[src/rtl/sound_pkg.sv]
// Shared definitions for the sound path: FSM states, code width and the tone codes
// used by the game logic.
package sound_pkg;

   localparam int CLK_HZ  = 50_000_000;
   localparam int SOUND_W = 6;

   typedef enum logic [1:0] {
      ST_IDLE = 2'd0,
      ST_PLAY = 2'd1,
      ST_GAP  = 2'd2
   } state_t;

   localparam logic [SOUND_W-1:0] SND_SILENCE = 6'b000_000;
   localparam logic [SOUND_W-1:0] SND_STONE   = 6'b000_001;
   localparam logic [SOUND_W-1:0] SND_WIN     = 6'b000_010;
   localparam logic [SOUND_W-1:0] SND_CLICK   = 6'b000_011;

endpackage

[src/rtl/sound_arbiter_if.sv]
// Bundle between the sound sources (master) and the arbiter (slave).
interface sound_arbiter_if
   import sound_pkg::*;
#(
   parameter int NUM_REQ = 4
);
   logic [NUM_REQ-1:0]         req;
   logic [SOUND_W*NUM_REQ-1:0] code;
   logic [SOUND_W-1:0]         sound_out;
   logic                       sound_en;
   logic [NUM_REQ-1:0]         grant;
   logic [NUM_REQ-1:0]         done;
   logic [NUM_REQ-1:0]         pending;
   logic                       busy;

   modport master (
      output req, code,
      input  sound_out, sound_en, grant, done, pending, busy
   );

   modport slave (
      input  req, code,
      output sound_out, sound_en, grant, done, pending, busy
   );
endinterface

[src/rtl/sound_arbiter_rr_picker.sv]
// Round-robin selector: first pending source strictly after the previous owner.
module rr_picker #(
   parameter int NUM_REQ = 4
) (
   input  logic [NUM_REQ-1:0]         pending,
   input  logic [$clog2(NUM_REQ)-1:0] last,
   output logic                       valid,
   output logic [NUM_REQ-1:0]         onehot,
   output logic [$clog2(NUM_REQ)-1:0] idx
);
   localparam int IDX_W = $clog2(NUM_REQ);

   logic [IDX_W-1:0] cand;

   always_comb begin
      // NOTE: every variable gets a default before the search so no path infers a latch.
      valid  = 1'b0;
      idx    = '0;
      cand   = '0;
      onehot = '0;
      for (int k = 1; k <= NUM_REQ; k++) begin
         cand = IDX_W'((int'(last) + k) % NUM_REQ);
         if (!valid && pending[cand]) begin
            valid = 1'b1;
            idx   = cand;
         end
      end
      if (valid) onehot = NUM_REQ'(1) << idx;
   end
endmodule

[src/rtl/sound_arbiter.sv]
// Shares one tone-code output among NUM_REQ sources: queue, round-robin grant,
// hold for DURATION cycles, then GAP silent cycles.
module sound_arbiter
   import sound_pkg::*;
#(
   parameter int                 NUM_REQ  = 4,
   parameter int                 DURATION = 50_000_000,
   parameter int                 GAP      = 2_500_000,
   parameter int                 CNT_W    = 26,
   parameter logic [SOUND_W-1:0] SILENCE  = SND_SILENCE
) (
   input logic              clock,
   input logic              resetn,
   sound_arbiter_if.slave   bus
);
   localparam int               IDX_W     = $clog2(NUM_REQ);
   localparam logic [CNT_W-1:0] DUR_LAST  = CNT_W'(DURATION - 1);
   localparam logic [CNT_W-1:0] GAP_LAST  = CNT_W'(GAP - 1);
   localparam logic [IDX_W-1:0] LAST_INIT = IDX_W'(NUM_REQ - 1);

   state_t             state;
   logic [CNT_W-1:0]   timer;
   logic [NUM_REQ-1:0] pending_q;
   logic [NUM_REQ-1:0] grant_q;
   logic [NUM_REQ-1:0] done_q;
   logic [SOUND_W-1:0] code_reg [NUM_REQ];
   logic [SOUND_W-1:0] sound_q;
   logic               sound_en_q;
   logic               busy_q;
   logic [IDX_W-1:0]   last;

   logic               pick_valid;
   logic [NUM_REQ-1:0] pick_onehot;
   logic [IDX_W-1:0]   pick_idx;

   rr_picker #(.NUM_REQ(NUM_REQ)) u_picker (
      .pending (pending_q),
      .last    (last),
      .valid   (pick_valid),
      .onehot  (pick_onehot),
      .idx     (pick_idx)
   );

   always_ff @(posedge clock) begin
      if (resetn) begin
         state      <= ST_IDLE;
         timer      <= '0;
         pending_q  <= '0;
         grant_q    <= '0;
         done_q     <= '0;
         sound_q    <= SILENCE;
         sound_en_q <= 1'b0;
         busy_q     <= 1'b0;
         last       <= LAST_INIT;
         // NOTE: the small code store is cleared too, so nothing from before reset can leak out.
         for (int i = 0; i < NUM_REQ; i++) code_reg[i] <= '0;
      end else begin
         done_q    <= '0;
         pending_q <= pending_q | bus.req;
         for (int i = 0; i < NUM_REQ; i++) begin
            if (bus.req[i]) code_reg[i] <= bus.code[SOUND_W*i +: SOUND_W];
         end

         case (state)
            ST_IDLE: begin
               if (pick_valid) begin
                  grant_q    <= pick_onehot;
                  sound_q    <= code_reg[pick_idx];
                  sound_en_q <= 1'b1;
                  busy_q     <= 1'b1;
                  last       <= pick_idx;
                  timer      <= '0;
                  state      <= ST_PLAY;
                  // A fresh request from the winner in this cycle keeps it queued.
                  pending_q  <= (pending_q & ~pick_onehot) | bus.req;
               end
            end
            ST_PLAY: begin
               if (timer == DUR_LAST) begin
                  sound_en_q <= 1'b0;
                  grant_q    <= '0;
                  sound_q    <= SILENCE;
                  done_q     <= grant_q;
                  timer      <= '0;
                  if (GAP > 0) begin
                     state <= ST_GAP;
                  end else begin
                     state  <= ST_IDLE;
                     busy_q <= 1'b0;
                  end
               end else begin
                  timer <= timer + 1'b1;
               end
            end
            ST_GAP: begin
               if (timer == GAP_LAST) begin
                  state  <= ST_IDLE;
                  busy_q <= 1'b0;
                  timer  <= '0;
               end else begin
                  timer <= timer + 1'b1;
               end
            end
            default: state <= ST_IDLE;
         endcase
      end
   end

   assign bus.sound_out = sound_q;
   assign bus.sound_en  = sound_en_q;
   assign bus.grant     = grant_q;
   assign bus.done      = done_q;
   assign bus.pending   = pending_q;
   assign bus.busy      = busy_q;
endmodule

[src/flat_wrapper.sv]
// flat-port wrapper written by rule: the top's interface ports become plain ports
module sound_arbiter_flat import sound_pkg::*;
#(
   parameter int                 NUM_REQ  = 4,
   parameter int                 DURATION = 50_000_000,
   parameter int                 GAP      = 2_500_000,
   parameter int                 CNT_W    = 26,
   parameter logic [SOUND_W-1:0] SILENCE  = SND_SILENCE
)
  (clock, resetn, bus_req, bus_code, bus_sound_out, bus_sound_en, bus_grant, bus_done, bus_pending, bus_busy);
  sound_arbiter_if #(.NUM_REQ(NUM_REQ)) bus_i ();
  input logic clock;
  input logic resetn;
  input wire logic [$bits(bus_i.req)-1:0] bus_req;
  input wire logic [$bits(bus_i.code)-1:0] bus_code;
  output wire logic [$bits(bus_i.sound_out)-1:0] bus_sound_out;
  output wire logic [$bits(bus_i.sound_en)-1:0] bus_sound_en;
  output wire logic [$bits(bus_i.grant)-1:0] bus_grant;
  output wire logic [$bits(bus_i.done)-1:0] bus_done;
  output wire logic [$bits(bus_i.pending)-1:0] bus_pending;
  output wire logic [$bits(bus_i.busy)-1:0] bus_busy;
  assign bus_i.req = bus_req;
  assign bus_i.code = bus_code;
  assign bus_sound_out = bus_i.sound_out;
  assign bus_sound_en = bus_i.sound_en;
  assign bus_grant = bus_i.grant;
  assign bus_done = bus_i.done;
  assign bus_pending = bus_i.pending;
  assign bus_busy = bus_i.busy;
  sound_arbiter #(.NUM_REQ(NUM_REQ), .DURATION(DURATION), .GAP(GAP), .CNT_W(CNT_W), .SILENCE(SILENCE)) u_core (.clock(clock), .resetn(resetn), .bus(bus_i));
endmodule
[config.mk]
export PLATFORM = sky130hd
export DESIGN_NAME = sound_arbiter_flat
export DESIGN_NICKNAME = d
export VERILOG_FILES = /design/src/rtl/sound_pkg.sv /design/src/rtl/sound_arbiter_if.sv /design/src/rtl/sound_arbiter_rr_picker.sv /design/src/rtl/sound_arbiter.sv /design/src/flat_wrapper.sv
export SDC_FILE = /design/constraint.sdc
export NUM_CORES = 1
export LEC_CHECK = 0
export ABC_AREA = 1
export BUFFER_PORTS_ARGS = -buffer_cell sky130_fd_sc_hd__buf_2
export CORE_MARGIN = 2
export CORE_UTILIZATION = 35
export DETAILED_ROUTE_END_ITERATION = 7
export PLACE_DENSITY_LB_ADDON = 0.08
export SKIP_LAST_GASP = 1
export SLEW_MARGIN = 10
export SYNTH_ARGS = -nofsm -noshare
export SYNTH_HDL_FRONTEND = slang
export SYNTH_HIERARCHICAL = 1
export SYNTH_SLANG_ARGS = --single-unit
[constraint.sdc]
create_clock -name clock -period 2.9 [get_ports clock]
set_clock_uncertainty 0.2 [all_clocks]
set_input_delay 0.58 -clock clock [delete_from_list [all_inputs] [get_ports clock]]
set_output_delay 0.58 -clock clock [all_outputs]
set_load 0.05 [all_outputs]
# Word-level counts from Yosys, hierarchy flattened
# Memory sizes are Yosys's and may differ from the RTL's.
# Cells that the tools add are included.
# totals
reg_bits	50
latchBits	0
ram_bits	24
rom_bits	0
input_bits	30
output_inout_bits	20
word_cells	109
memories	1
# mem_list
name	depth	width	read_ports	rd_clocked_by_memory_dff	wr	line_no	source
u_core.code_reg	4	6	1	0	4	sound_arbiter.sv:26	logic [SOUND_W-1:0] code_reg [NUM_REQ];
# op_classes
add_sub_neg	5
mul	0
n_div	0
order_cmp	4
eq_ne	7
shift	1
mux	56
bitwise	10
n_reduce_logical	16
# op_table
operator	count
two-way mux 26 bit	3
case mux 26 bit (3 select lines)	1
two-way mux 6 bit	6
adder 26 x 1 -> 26 bit (second input constant)	1
equality test 26 x 22 -> 1 bit (second input constant)	1
equality test 26 bit (second input constant)	1
two-way mux 1 bit	25
two-way mux 4 bit	5
two-way mux 2 bit	7
< comparator 2 x 3 -> 1 bit (second input constant)	4
case mux 6 bit (2 select lines)	1
AND reduction 3 bit	3
binary-select mux 1 bit (select 2 bit)	4
bitwise OR 4 bit	2
case mux 4 bit (2 select lines)	1
!= test 2 x 1 -> 1 bit (second input constant)	3
case mux 2 bit (3 select lines)	1
adder 2 x 1 -> 2 bit (second input constant)	2
adder 2 bit (second input constant)	2
AND 4 bit	1
NOT 4 bit	1
bitwise OR 1 bit	4
case mux 1 bit (2 select lines)	2
AND reduction 2 bit	2
10 further kinds	16

# Logic depth before layout (Yosys ltp)
# Gate-level depths: netlist of the first run.
# depth
ltp_word	20
ltp_mapped	15
depth_no_buf	15

# Cells and area by module
# The synthesis of the first run kept the hierarchy.
# by_module_without_submodules
mod	instances	cells_per_inst	area_per_inst_um2	seq_area_each_um2
sound_arbiter	1	526	3753.6	1721.7
rr_picker	1	64	342.8	0.0

# Least setup slack after synthesis of the first run
# OpenSTA, ideal clock, no wires.
# synth_path
path_type	register to register
start	register u_core.pending_q[0] (netlist: u_core/bus.pending[0])
end	register u_core.sound_q[3] (netlist: u_core/bus.sound_out[3])
setup_time_ns	0.070
t_arrival_ns	2.119
t_required_ns	2.630
path_slack_ns	0.511
stages_incl_launch_ff	14
n_path_buf	1
period_less_slack_ns	2.389
cell_sequence	dfxtp_1 -> nand2_1 -> nand2_4 -> nand2_4 -> nand2_4 -> o21ai_2 -> nand2_2 -> nand2_2 -> inv_1 -> clkbuf_1 -> nor2_1 -> o32ai_1 -> nand2_1 -> a21oi_1
# synth_via
elab_chain_cells	15
elab_cells_between_ends	27
cone_classes	eq/ne: 1; mux: 18; reduce/logical: 7; memory: 1
# synth_rtl
item	line_no	source
start, declared	sound_arbiter.sv:23	logic [NUM_REQ-1:0] pending_q;
start signal, assigned	sound_arbiter.sv:59	pending_q <= pending_q | bus.req;
start signal, assigned	sound_arbiter.sv:75	pending_q <= (pending_q & ~pick_onehot) | bus.req;
binary-select mux 1 bit (select 2 bit)	sound_arbiter_rr_picker.sv:23	if (!valid && pending[cand]) begin
two-way mux 1 bit (not written as such)	sound_arbiter_rr_picker.sv:23	
two-way mux 1 bit	sound_arbiter_rr_picker.sv:23	
logical NOT 1 bit	sound_arbiter_rr_picker.sv:23	
logical AND 1 bit	sound_arbiter_rr_picker.sv:23	
two-way mux 1 bit	sound_arbiter_rr_picker.sv:23	
logical NOT 1 bit	sound_arbiter_rr_picker.sv:23	
logical AND 1 bit	sound_arbiter_rr_picker.sv:23	
two-way mux 1 bit	sound_arbiter_rr_picker.sv:23	
logical NOT 1 bit	sound_arbiter_rr_picker.sv:23	
logical AND 1 bit	sound_arbiter_rr_picker.sv:23	
two-way mux 2 bit *	sound_arbiter_rr_picker.sv:23	
named net u_core.pick_idx[0]	sound_arbiter.sv:34	logic [IDX_W-1:0] pick_idx;
memory (4 x 6 bit) *	-	
two-way mux 6 bit *	sound_arbiter.sv:66	if (pick_valid) begin
case mux 6 bit (2 select lines) *	sound_arbiter.sv:64	case (state)
end signal, assigned	sound_arbiter.sv:68	sound_q <= code_reg[pick_idx];
end, declared	sound_arbiter.sv:27	logic [SOUND_W-1:0] sound_q;
# The timed path passes the listed nets; every way through them passes the cells marked *. The select of a mux whose other input is x is not followed.
# A chain may end at the register's enable or synchronous reset.

# Final worst setup path of the first run
# layout_path
start	register u_core.last[0]
end	register u_core.sound_q[3] (netlist: u_core/bus.sound_out[3])
# layout_via
elab_chain_cells	16
elab_cells_between_ends	31
cone_classes	add/sub: 4; eq/ne: 1; mux: 18; reduce/logical: 7; memory: 1
# layout_rtl
item	line_no	source
start, declared	sound_arbiter.sv:30	logic [IDX_W-1:0] last;
start signal, assigned	sound_arbiter.sv:71	last <= pick_idx;
adder 2 x 1 -> 2 bit	sound_arbiter_rr_picker.sv:22	cand = IDX_W'((int'(last) + k) % NUM_REQ);
binary-select mux 1 bit (select 2 bit)	sound_arbiter_rr_picker.sv:23	
two-way mux 1 bit (not written as such)	sound_arbiter_rr_picker.sv:23	
two-way mux 1 bit	sound_arbiter_rr_picker.sv:23	
logical NOT 1 bit	sound_arbiter_rr_picker.sv:23	
logical AND 1 bit	sound_arbiter_rr_picker.sv:23	
two-way mux 1 bit	sound_arbiter_rr_picker.sv:23	
logical NOT 1 bit	sound_arbiter_rr_picker.sv:23	
logical AND 1 bit	sound_arbiter_rr_picker.sv:23	
two-way mux 1 bit	sound_arbiter_rr_picker.sv:23	
logical NOT 1 bit	sound_arbiter_rr_picker.sv:23	
logical AND 1 bit	sound_arbiter_rr_picker.sv:23	
two-way mux 2 bit *	sound_arbiter_rr_picker.sv:23	
named net u_core.pick_idx[0]	sound_arbiter.sv:34	
memory (4 x 6 bit) *	-	
two-way mux 6 bit *	sound_arbiter.sv:66	
case mux 6 bit (2 select lines) *	sound_arbiter.sv:64	
# Marked as above.

==> flow_summary.yaml, run 1 <==
run_status:
  status: "completed"
global_routing:
  grt_pass1_wl_um: 17400
  grt_pass1_vias: 3573
  overflow: 0
  grt_max_degree: 29
  antenna_found_initial: 0
  grt_usage_pct: 17.4
routing:
  ant_nets: 0
  drc: 0
  post_drt_wl_per_cell_um: 13.2
  first_pass_iters: 4
  drtIter0Drc: 182
  wl_um: 10500
  viasPerCell: 4.81
  vias: 3813
placement:
  io_buffers: 49
  routabilityCongestion: 0.840
  dp_hpwl_um: 7930
die:
  rows: 39
  io_pins: 50
  initial_core_util_pct: 35.9
  die_w_um: 112
  core_um2: 11400
  die_area_um2: 12600
  die_h_um: 112
power:
  leakage_nw: 2.02
  power.density_nw_per_um2: 1020
  ir_drop_mv: 0.605
clock_tree:
  post_cts_resize_count: 0
  root_buffer: "clkbuf_16"
  cts.sinks: 74
  cts.reportedPaths.clkPinSlew_ps: 60
  cts_tree: "yes"
  h-tree-depth: 3
  cts-hold-fix-buffers: 0
  clkLatencyLatePin_ps: 330
  numCtsBuffers: 9
  cts_setup_buffers: 0
  clock_tree.buffer_depth: 2
setup_path:
  path_class: "reg -> reg"
  path_cells: "inv_2 > nand2_1 > nand2_2 > nand2_4 > nand2_4 > nor2_4 > nand2_2 > nand2_2 > nand2_2 > inv_1 > nor2_1 > o32ai_1 > nand2_1 > a21oi_1"
  ff2ff_setup_slack_ps: 330
  rr_startpoint: "u_core/last[0]"
  critPathLaunchType: "register"
  reg2reg_depth: 14
  cp_num_buf_inv: 2
  critical_path_arrival_ps: 2630
  crit_top_cell: "nand2_2"
  cpLargestDelayFamily: "simple AND/OR/NAND/NOR gates"
  path_max_fanout: 13
  slowest_stage: "dfxtp_1"
  worstSetupEndpointType: "register"
  timing.rr.end: "u_core/bus.sound_out[3]"
  crit_cells: 14
  required_ps: 2960
  max_stage_delay_ps: 490
run:
  cap_violations: 0
layout:
  nNetsFinal: 678
  mostFrequentLayoutCell: "nand2_1"
  fin_util_pct: 41.8
  layout_common_cells: "nand2_1, nor2_1, inv_1, dfxtp_1, buf_2"
  area_growth_pct: 16.6
  drive_gt1_share_pct: 15.9
  fillers: 1239
  largest_reg_flops: 26
  diodes: 0
sta:
  final.period_utilization_pct: 88.6
  tightest_slew_ps: 773
  slew_viol_final: 0
  slew_headroom_pct: 48.3
  fin_crit_ps: 2570
  setup_viol: 0
  hold_viol_final: 0
  rsz0062_at_grt: "false"
  setup-tns-final_ps: 0
  clock.fmax_ghz: 0.389
yosys:
  yosysSeqAreaShare_pct: 42.0
  synth-seq-cells: 74
  synthesis.area_um2: 4100
  syn_nets: 624
  syn_inst: 590
  yosys_warnings: 6
  syn_avg_cell_area_um2: 6.94
  yosysUniqueCellTypes: 30
min_path:
  worstHoldPathType: "reg -> reg"
  hold_depth: 2
  hp-start: "u_core/bus.grant[3]"
  min_to: "u_core/bus.done[3]"
## cell families (layout without fill, tap and decap cells)
kind of cell    after synthesis  in the layout  synth area share (%)
flops                        74             74                  42.0
buf+inv                      95            154                  9.74
compound gates               69             69                  9.99
fa+ha+maj                     4              4                  1.22
simple gates                348            348                  37.0
## routing by layer
metal  GRT usage (%)  vias to the layer above  part of all wire, %
met5               0                        -                    0
met3            3.02                        8                  5.0
met4            6.59                        0                  1.0
met2            25.2                       90                   43
li1                -                     1994                    -
met1            25.9                     1721                   51
## synth_stat cells
master | number | area share [%]
nor2_1 | 119 | 11
clkbuf_1 | 8 | 0.73
clkinv_1 | 1 | 0.092
nand3b_1 | 1 | 0.18
clkbuf_4 | 1 | 0.18
a21oi_4 | 1 | 0.40
o211ai_1 | 7 | 1.3
nor2_2 | 4 | 0.61
buf_2 | 1 | 0.12
nand3_1 | 46 | 5.6
inv_1 | 77 | 7.1
nand2_4 | 7 | 1.9
o21ai_1 | 1 | 0.12
a21oi_1 | 30 | 3.7
a211o_1 | 1 | 0.21
o32ai_1 | 6 | 1.3
nor2_4 | 2 | 0.55
nand2_2 | 11 | 1.7
dfxtp_1 | 50 | 24
or2_2 | 4 | 0.61
o21ai_0 | 20 | 2.4
buf_6 | 5 | 1.4
nand2_1 | 139 | 13
ha_1 | 4 | 1.2
nand4_1 | 12 | 1.8
inv_2 | 2 | 0.18
o31ai_1 | 2 | 0.37
edfxtp_1 | 24 | 18
nor3_1 | 3 | 0.37
o21ai_2 | 1 | 0.21
## how the worst max path moves through the flow
stage / slack, ps / end / from
after floorplan: 510 / u_core/bus.sound_out[3] / u_core/bus.pending[0]
after global placement: 400 / u_core/bus.pending[0] / u_core/last[0]
after detailed placement: 370 / u_core/bus.sound_out[4] / u_core/last[0]
after CTS: 350 / u_core/bus.sound_out[4] / u_core/last[0]
after global routing: 70 / u_core/bus.sound_out[2] / u_core/last[0]
final: 330 / u_core/bus.sound_out[3] / u_core/last[0]
## power by group
group / leakage, nW / internal [mW] / switching, mW / total, mW
Sequential: 0.665 / 1.21 / 0.104 / 1.31
Combinational: 1.22 / 0.713 / 1.77 / 2.49
Clock: 0.138 / 0.660 / 0.424 / 1.08
Total: 2.02 / 2.58 / 2.30 / 4.88
## metrics by stage
| stage | cells | area (µm²) | power (mW) | worst slack, ps | hold WS, ps |
|---|---|---|---|---|---|
| CTS | 792 | 4780 | 4.92 | 348 | 242 |
| floorplan | 590 | 4100 | 3.23 | 511 | 258 |
| finish | 792 | 4780 | 4.88 | 331 | 244 |
| global route | 792 | 4780 | 5.27 | 73.5 | 288 |
| global placement | 776 | 4490 | 3.81 | 400 | 235 |
| detailed placement | 776 | 4490 | 3.81 | 374 | 234 |
## cell type report
type	count	area [µm²]	area share, %
multi-input cells	421	1980	41.4
well taps	143	179	3.75
inverters	80	300	6.29
repair buffers	58	313	6.55
clock inverters	6	58.8	1.23
clock buffers	10	229	4.79
flip-flops and latches	74	1720	36.0
## worst min-delay path, cell delays in order (launching register included)
cell	delay, ps
dfxtp_1	320
inv_1	50
nor2_1	40
Power figures use the tool's default switching activity.
==> run 2: changes to the inputs <==
--- a/config.mk
+++ b/config.mk
@@ -11,6 +11,7 @@
 export CORE_UTILIZATION = 35
 export DETAILED_ROUTE_END_ITERATION = 7
 export PLACE_DENSITY_LB_ADDON = 0.08
+export RECOVER_POWER = 25
 export SKIP_LAST_GASP = 1
 export SLEW_MARGIN = 10
 export SYNTH_ARGS = -nofsm -noshare
==> flow_summary.yaml, run 2 (synthesized netlist as in run 1, its figures left out) <==
routing:
  first_pass_iters: 5
  vias: 3840
  viasPerCell: 4.85
  post_drt_wl_per_cell_um: 13.3
  drtIter0Drc: 178
  drc: 0
  wl_um: 10500
  ant_nets: 0
die:
  initial_core_util_pct: 35.9
  io_pins: 50
  rows: 39
  die_w_um: 112
  die_area_um2: 12600
  die_h_um: 112
  core_um2: 11400
power:
  power.density_nw_per_um2: 1030
  power.total_mw: 4.89
  leakage_nw: 1.99
  ir_drop_mv: 0.606
setup_path:
  crit_top_cell: "nand2_2"
  slowest_stage: "dfxtp_1"
  max_stage_delay_ps: 490
  path_cells: "inv_2 > nand2_1 > nand2_2 > nand2_4 > nand2_4 > nor2_4 > nand2_2 > nand2_2 > nand2_2 > inv_1 > nor2_1 > o32ai_1 > nand2_1 > a21oi_1"
  rr_startpoint: "u_core/last[0]"
  timing.rr.end: "u_core/bus.sound_out[3]"
  cp_num_buf_inv: 2
  critPathLaunchType: "register"
  path_max_fanout: 13
  critical_path_arrival_ps: 2630
  cpLargestDelayFamily: "simple AND/OR/NAND/NOR gates"
  reg2reg_depth: 14
  ff2ff_setup_slack_ps: 310
  path_class: "reg -> reg"
  required_ps: 2950
  worstSetupEndpointType: "register"
clock_tree:
  cts-hold-fix-buffers: 0
  clkLatencyLatePin_ps: 330
  clock_tree.buffer_depth: 2
  numCtsBuffers: 9
  root_buffer: "clkbuf_16"
  cts_tree: "yes"
  cts_setup_buffers: 0
  post_cts_resize_count: 0
  cts.reportedPaths.clkPinSlew_ps: 60
  cts.sinks: 74
  h-tree-depth: 3
min_path:
  hp-start: "u_core/bus.grant[3]"
  min_to: "u_core/bus.done[3]"
  worstHoldPathType: "reg -> reg"
  hold_depth: 2
sta:
  hold_viol_final: 0
  clock.fmax_ghz: 0.387
  final.period_utilization_pct: 89.2
  setup-tns-final_ps: 0
  slew_viol_final: 0
  slew_headroom_pct: 5.44
  tightest_slew_ps: 1420
  fin_crit_ps: 2590
  rsz0062_at_grt: "false"
  setup_viol: 0
layout:
  nNetsFinal: 678
  area_growth_pct: 16.3
  diodes: 0
  largest_reg_flops: 26
  fin_util_pct: 41.7
  layout_common_cells: "nand2_1, nor2_1, inv_1, dfxtp_1, nand3_1"
  mostFrequentLayoutCell: "nand2_1"
  design_area_um2: 4770
  drive_gt1_share_pct: 14.2
global_routing:
  antenna_found_initial: 0
  grt_pass1_vias: 3573
  grt_max_degree: 29
  grt_usage_pct: 17.4
  grt_pass1_wl_um: 17400
  overflow: 0
placement:
  routabilityCongestion: 0.840
  placed_area_um2: 4490
  dp_hpwl_um: 7930
  io_buffers: 49
run_status:
  status: "completed"
run:
  cap_violations: 0
-- run 2: cell type report --
type | count | area, µm²
Multi-Input combinational cell | 421 | 1980
Timing Repair Buffer | 58 | 302
Inverter | 80 | 300
Fill cell | 1245 | 6650
Clock buffer | 10 | 229
Clock inverter | 6 | 58.8
Sequential cell | 74 | 1720
Tap cell | 143 | 179
-- run 2: metrics by stage --
stage	std cells	worst slack [ps]	hold slack (ps)
floorplan	590	511	258
global route	792	53.0	288
finish	792	314	244
detailed placement	776	374	234
global placement	776	400	235
CTS	792	348	242
-- run 2: worst reg2reg max path: cells and delay by family, from the launching register on --
family                 cells  cell delay, ps
DFF                        1             490
AOI/OAI and AO/OA          2             490
buffers and inverters      2             450
and+or+nand+nor           10             860
-- run 2: worst max path at each step --
| stage | slack [ps] | start | to | cells past startpoint |
|---|---|---|---|---|
| floorplan | 510 | u_core/bus.pending[0] | u_core/bus.sound_out[3] | 13 |
| global placement | 400 | u_core/last[0] | u_core/bus.pending[0] | 11 |
| detailed placement | 370 | u_core/last[0] | u_core/bus.sound_out[4] | 14 |
| CTS | 350 | u_core/last[0] | u_core/bus.sound_out[4] | 14 |
| global route | 50 | u_core/last[0] | u_core/bus.sound_out[2] | 10 |
| finish | 310 | u_core/last[0] | u_core/bus.sound_out[3] | 14 |
-- run 2: routing by layer --
metal  track usage [%]  wire length [µm]  vias up
met4              6.59               107        0
met1              25.9              5420     1739
met3              3.02               472        8
li1                  -                 -     1996
met2              25.2              4490       97
met5                 0                 0        -
-- run 2: where the power goes --
group	total [mW]	internal, mW	switching (mW)
Sequential	1.31	1.21	0.105
Clock	1.08	0.660	0.424
Combinational	2.49	0.709	1.78
==> run 3: changes to the inputs <==
--- a/config.mk
+++ b/config.mk
@@ -9,6 +9,7 @@
 export BUFFER_PORTS_ARGS = -buffer_cell sky130_fd_sc_hd__buf_2
 export CORE_MARGIN = 2
 export CORE_UTILIZATION = 35
+export CTS_BUF_LIST = sky130_fd_sc_hd__clkbuf_4 sky130_fd_sc_hd__clkbuf_8
 export DETAILED_ROUTE_END_ITERATION = 7
 export PLACE_DENSITY_LB_ADDON = 0.08
 export RECOVER_POWER = 25
==> flow_summary.yaml, run 3 (synthesized netlist as in run 1, its figures left out) <==
run_status:
  status: "completed"
clock_tree:
  cts-hold-fix-buffers: 0
  cts.reportedPaths.clkPinSlew_ps: 80
  root_buffer: "clkbuf_8"
  post_cts_resize_count: 0
  cts.sinks: 74
  clock_tree.buffer_depth: 2
  numCtsBuffers: 9
  h-tree-depth: 3
  cts_tree: "yes"
  clkLatencyLatePin_ps: 350
  cts_setup_buffers: 0
die:
  die_area_um2: 12600
  die_w_um: 112
  io_pins: 50
  rows: 39
  die_h_um: 112
  initial_core_util_pct: 35.9
  core_um2: 11400
setup_path:
  cp_num_buf_inv: 2
  critical_path_arrival_ps: 2650
  worstSetupEndpointType: "register"
  path_class: "reg -> reg"
  critPathLaunchType: "register"
  slowest_stage: "dfxtp_1"
  cpLargestDelayFamily: "simple AND/OR/NAND/NOR gates"
  crit_top_cell: "nand2_2"
  path_max_fanout: 13
  path_cells: "inv_2 > nand2_1 > nand2_2 > nand2_4 > nand2_4 > nor2_4 > nand2_2 > nand2_2 > nand2_2 > inv_1 > nor2_1 > o32ai_1 > nand2_1 > a21oi_1"
  required_ps: 2970
  max_stage_delay_ps: 500
sta:
  tightest_slew_ps: 1400
  fin_crit_ps: 2580
  setup-tns-final_ps: 0
  clock.fmax_ghz: 0.388
  slew_viol_final: 0
  rsz0062_at_grt: "false"
  setup_viol: 0
  hold_viol_final: 0
  slew_headroom_pct: 6.46
  final.period_utilization_pct: 88.9
routing:
  post_drt_wl_per_cell_um: 13.2
  ant_nets: 0
  drc: 0
  drtIter0Drc: 213
  viasPerCell: 4.82
  first_pass_iters: 4
  vias: 3818
  wl_um: 10500
power:
  p_switching_mw: 2.26
  leakage_nw: 1.96
  power.density_nw_per_um2: 981
  ir_drop_mv: 0.584
  combPwrFrac_pct: 54.1
  clkPwrFrac_pct: 17.2
  p_seq_share_pct: 28.6
  p_sw_share_pct: 49.4
  intPower_mw: 2.32
placement:
  dp_hpwl_um: 7930
  placed_area_um2: 4490
  routabilityCongestion: 0.840
  io_buffers: 49
layout:
  area_growth_pct: 14.1
  multiInputGateArea_um2: 1980
  layout_common_cells: "nand2_1, nor2_1, inv_1, dfxtp_1"
  nNetsFinal: 678
  design_area_um2: 4670
  largest_reg_flops: 26
  drive_gt1_share_pct: 14.8
  regArea_um2: 1720
  fillers: 1256
  diodes: 0
  mostFrequentLayoutCell: "nand2_1"
global_routing:
  grt_usage_pct: 17.4
  overflow: 0
  grt_pass1_wl_um: 17500
  antenna_found_initial: 0
  grt_pass1_vias: 3574
  grt_max_degree: 29
run:
  cap_violations: 0
min_path:
  worstHoldPathType: "reg -> reg"
run 3: cell count changes in the layout (fill, tap and decap cells not counted), sizes merged:
| cell | before | now |
|---|---|---|
| buf | 51 | 54 |
| clkbuf | 17 | 14 |
run 3: worst register-to-register path, delay by kind of cell, from the launching register on:
kind / cells / cell delay [ps]
buffers and inverters: 2 / 450
AND/OR/NAND/NOR: 10 / 860
AO/OA/AOI/OAI: 2 / 490
flip-flops: 1 / 500
run 3: final timing paths:
check	depth (start not counted)	startpoint	endpoint	slack, ps
max	14	u_core/last[0]	u_core/bus.sound_out[3]	320
min	2	u_core/bus.grant[3]	u_core/bus.done[3]	250
max reg2reg	14	u_core/last[0]	u_core/bus.sound_out[3]	320
min reg2reg	2	u_core/bus.grant[3]	u_core/bus.done[3]	250
run 3: stage by stage:
step                      hold WS, ps  power [mW]  utilization (%)  setup slack (ps)  cells
after floorplan                   258        3.23                -               511    590
after detailed placement          234        3.81             39.3               374    776
final                             247        4.58             40.9               321    792
after CTS                         246        4.62             41.0               343    792
after global placement            235        3.81             39.3               400    776
after global routing              292        4.97             40.9              47.5    792
run 3: power groups by stage:
| stage | Combinational [mW] | Clock (mW) | Sequential (mW) |
|---|---|---|---|
| after global placement | 2.48 | 0 | 1.33 |
| after detailed placement | 2.47 | 0 | 1.34 |
| after global routing | 2.77 | 0.865 | 1.34 |
| after floorplan | 1.68 | 0 | 1.55 |
| after CTS | 2.48 | 0.818 | 1.31 |
| final | 2.48 | 0.789 | 1.31 |
run 3: layout make-up:
cell class	instances	area share (%)
inverters	80	6.43
flip-flops and latches	74	36.9
clock inverters	6	1.26
multi-input cells	421	42.3
repair buffers	58	6.53
well taps	143	3.83
clock buffers	10	2.81
run 3: metal layers:
metal,track usage [%],wire [µm]
met1,25.9,5350
met5,0,0
met2,25.3,4500
met4,6.59,115
met3,3.02,516
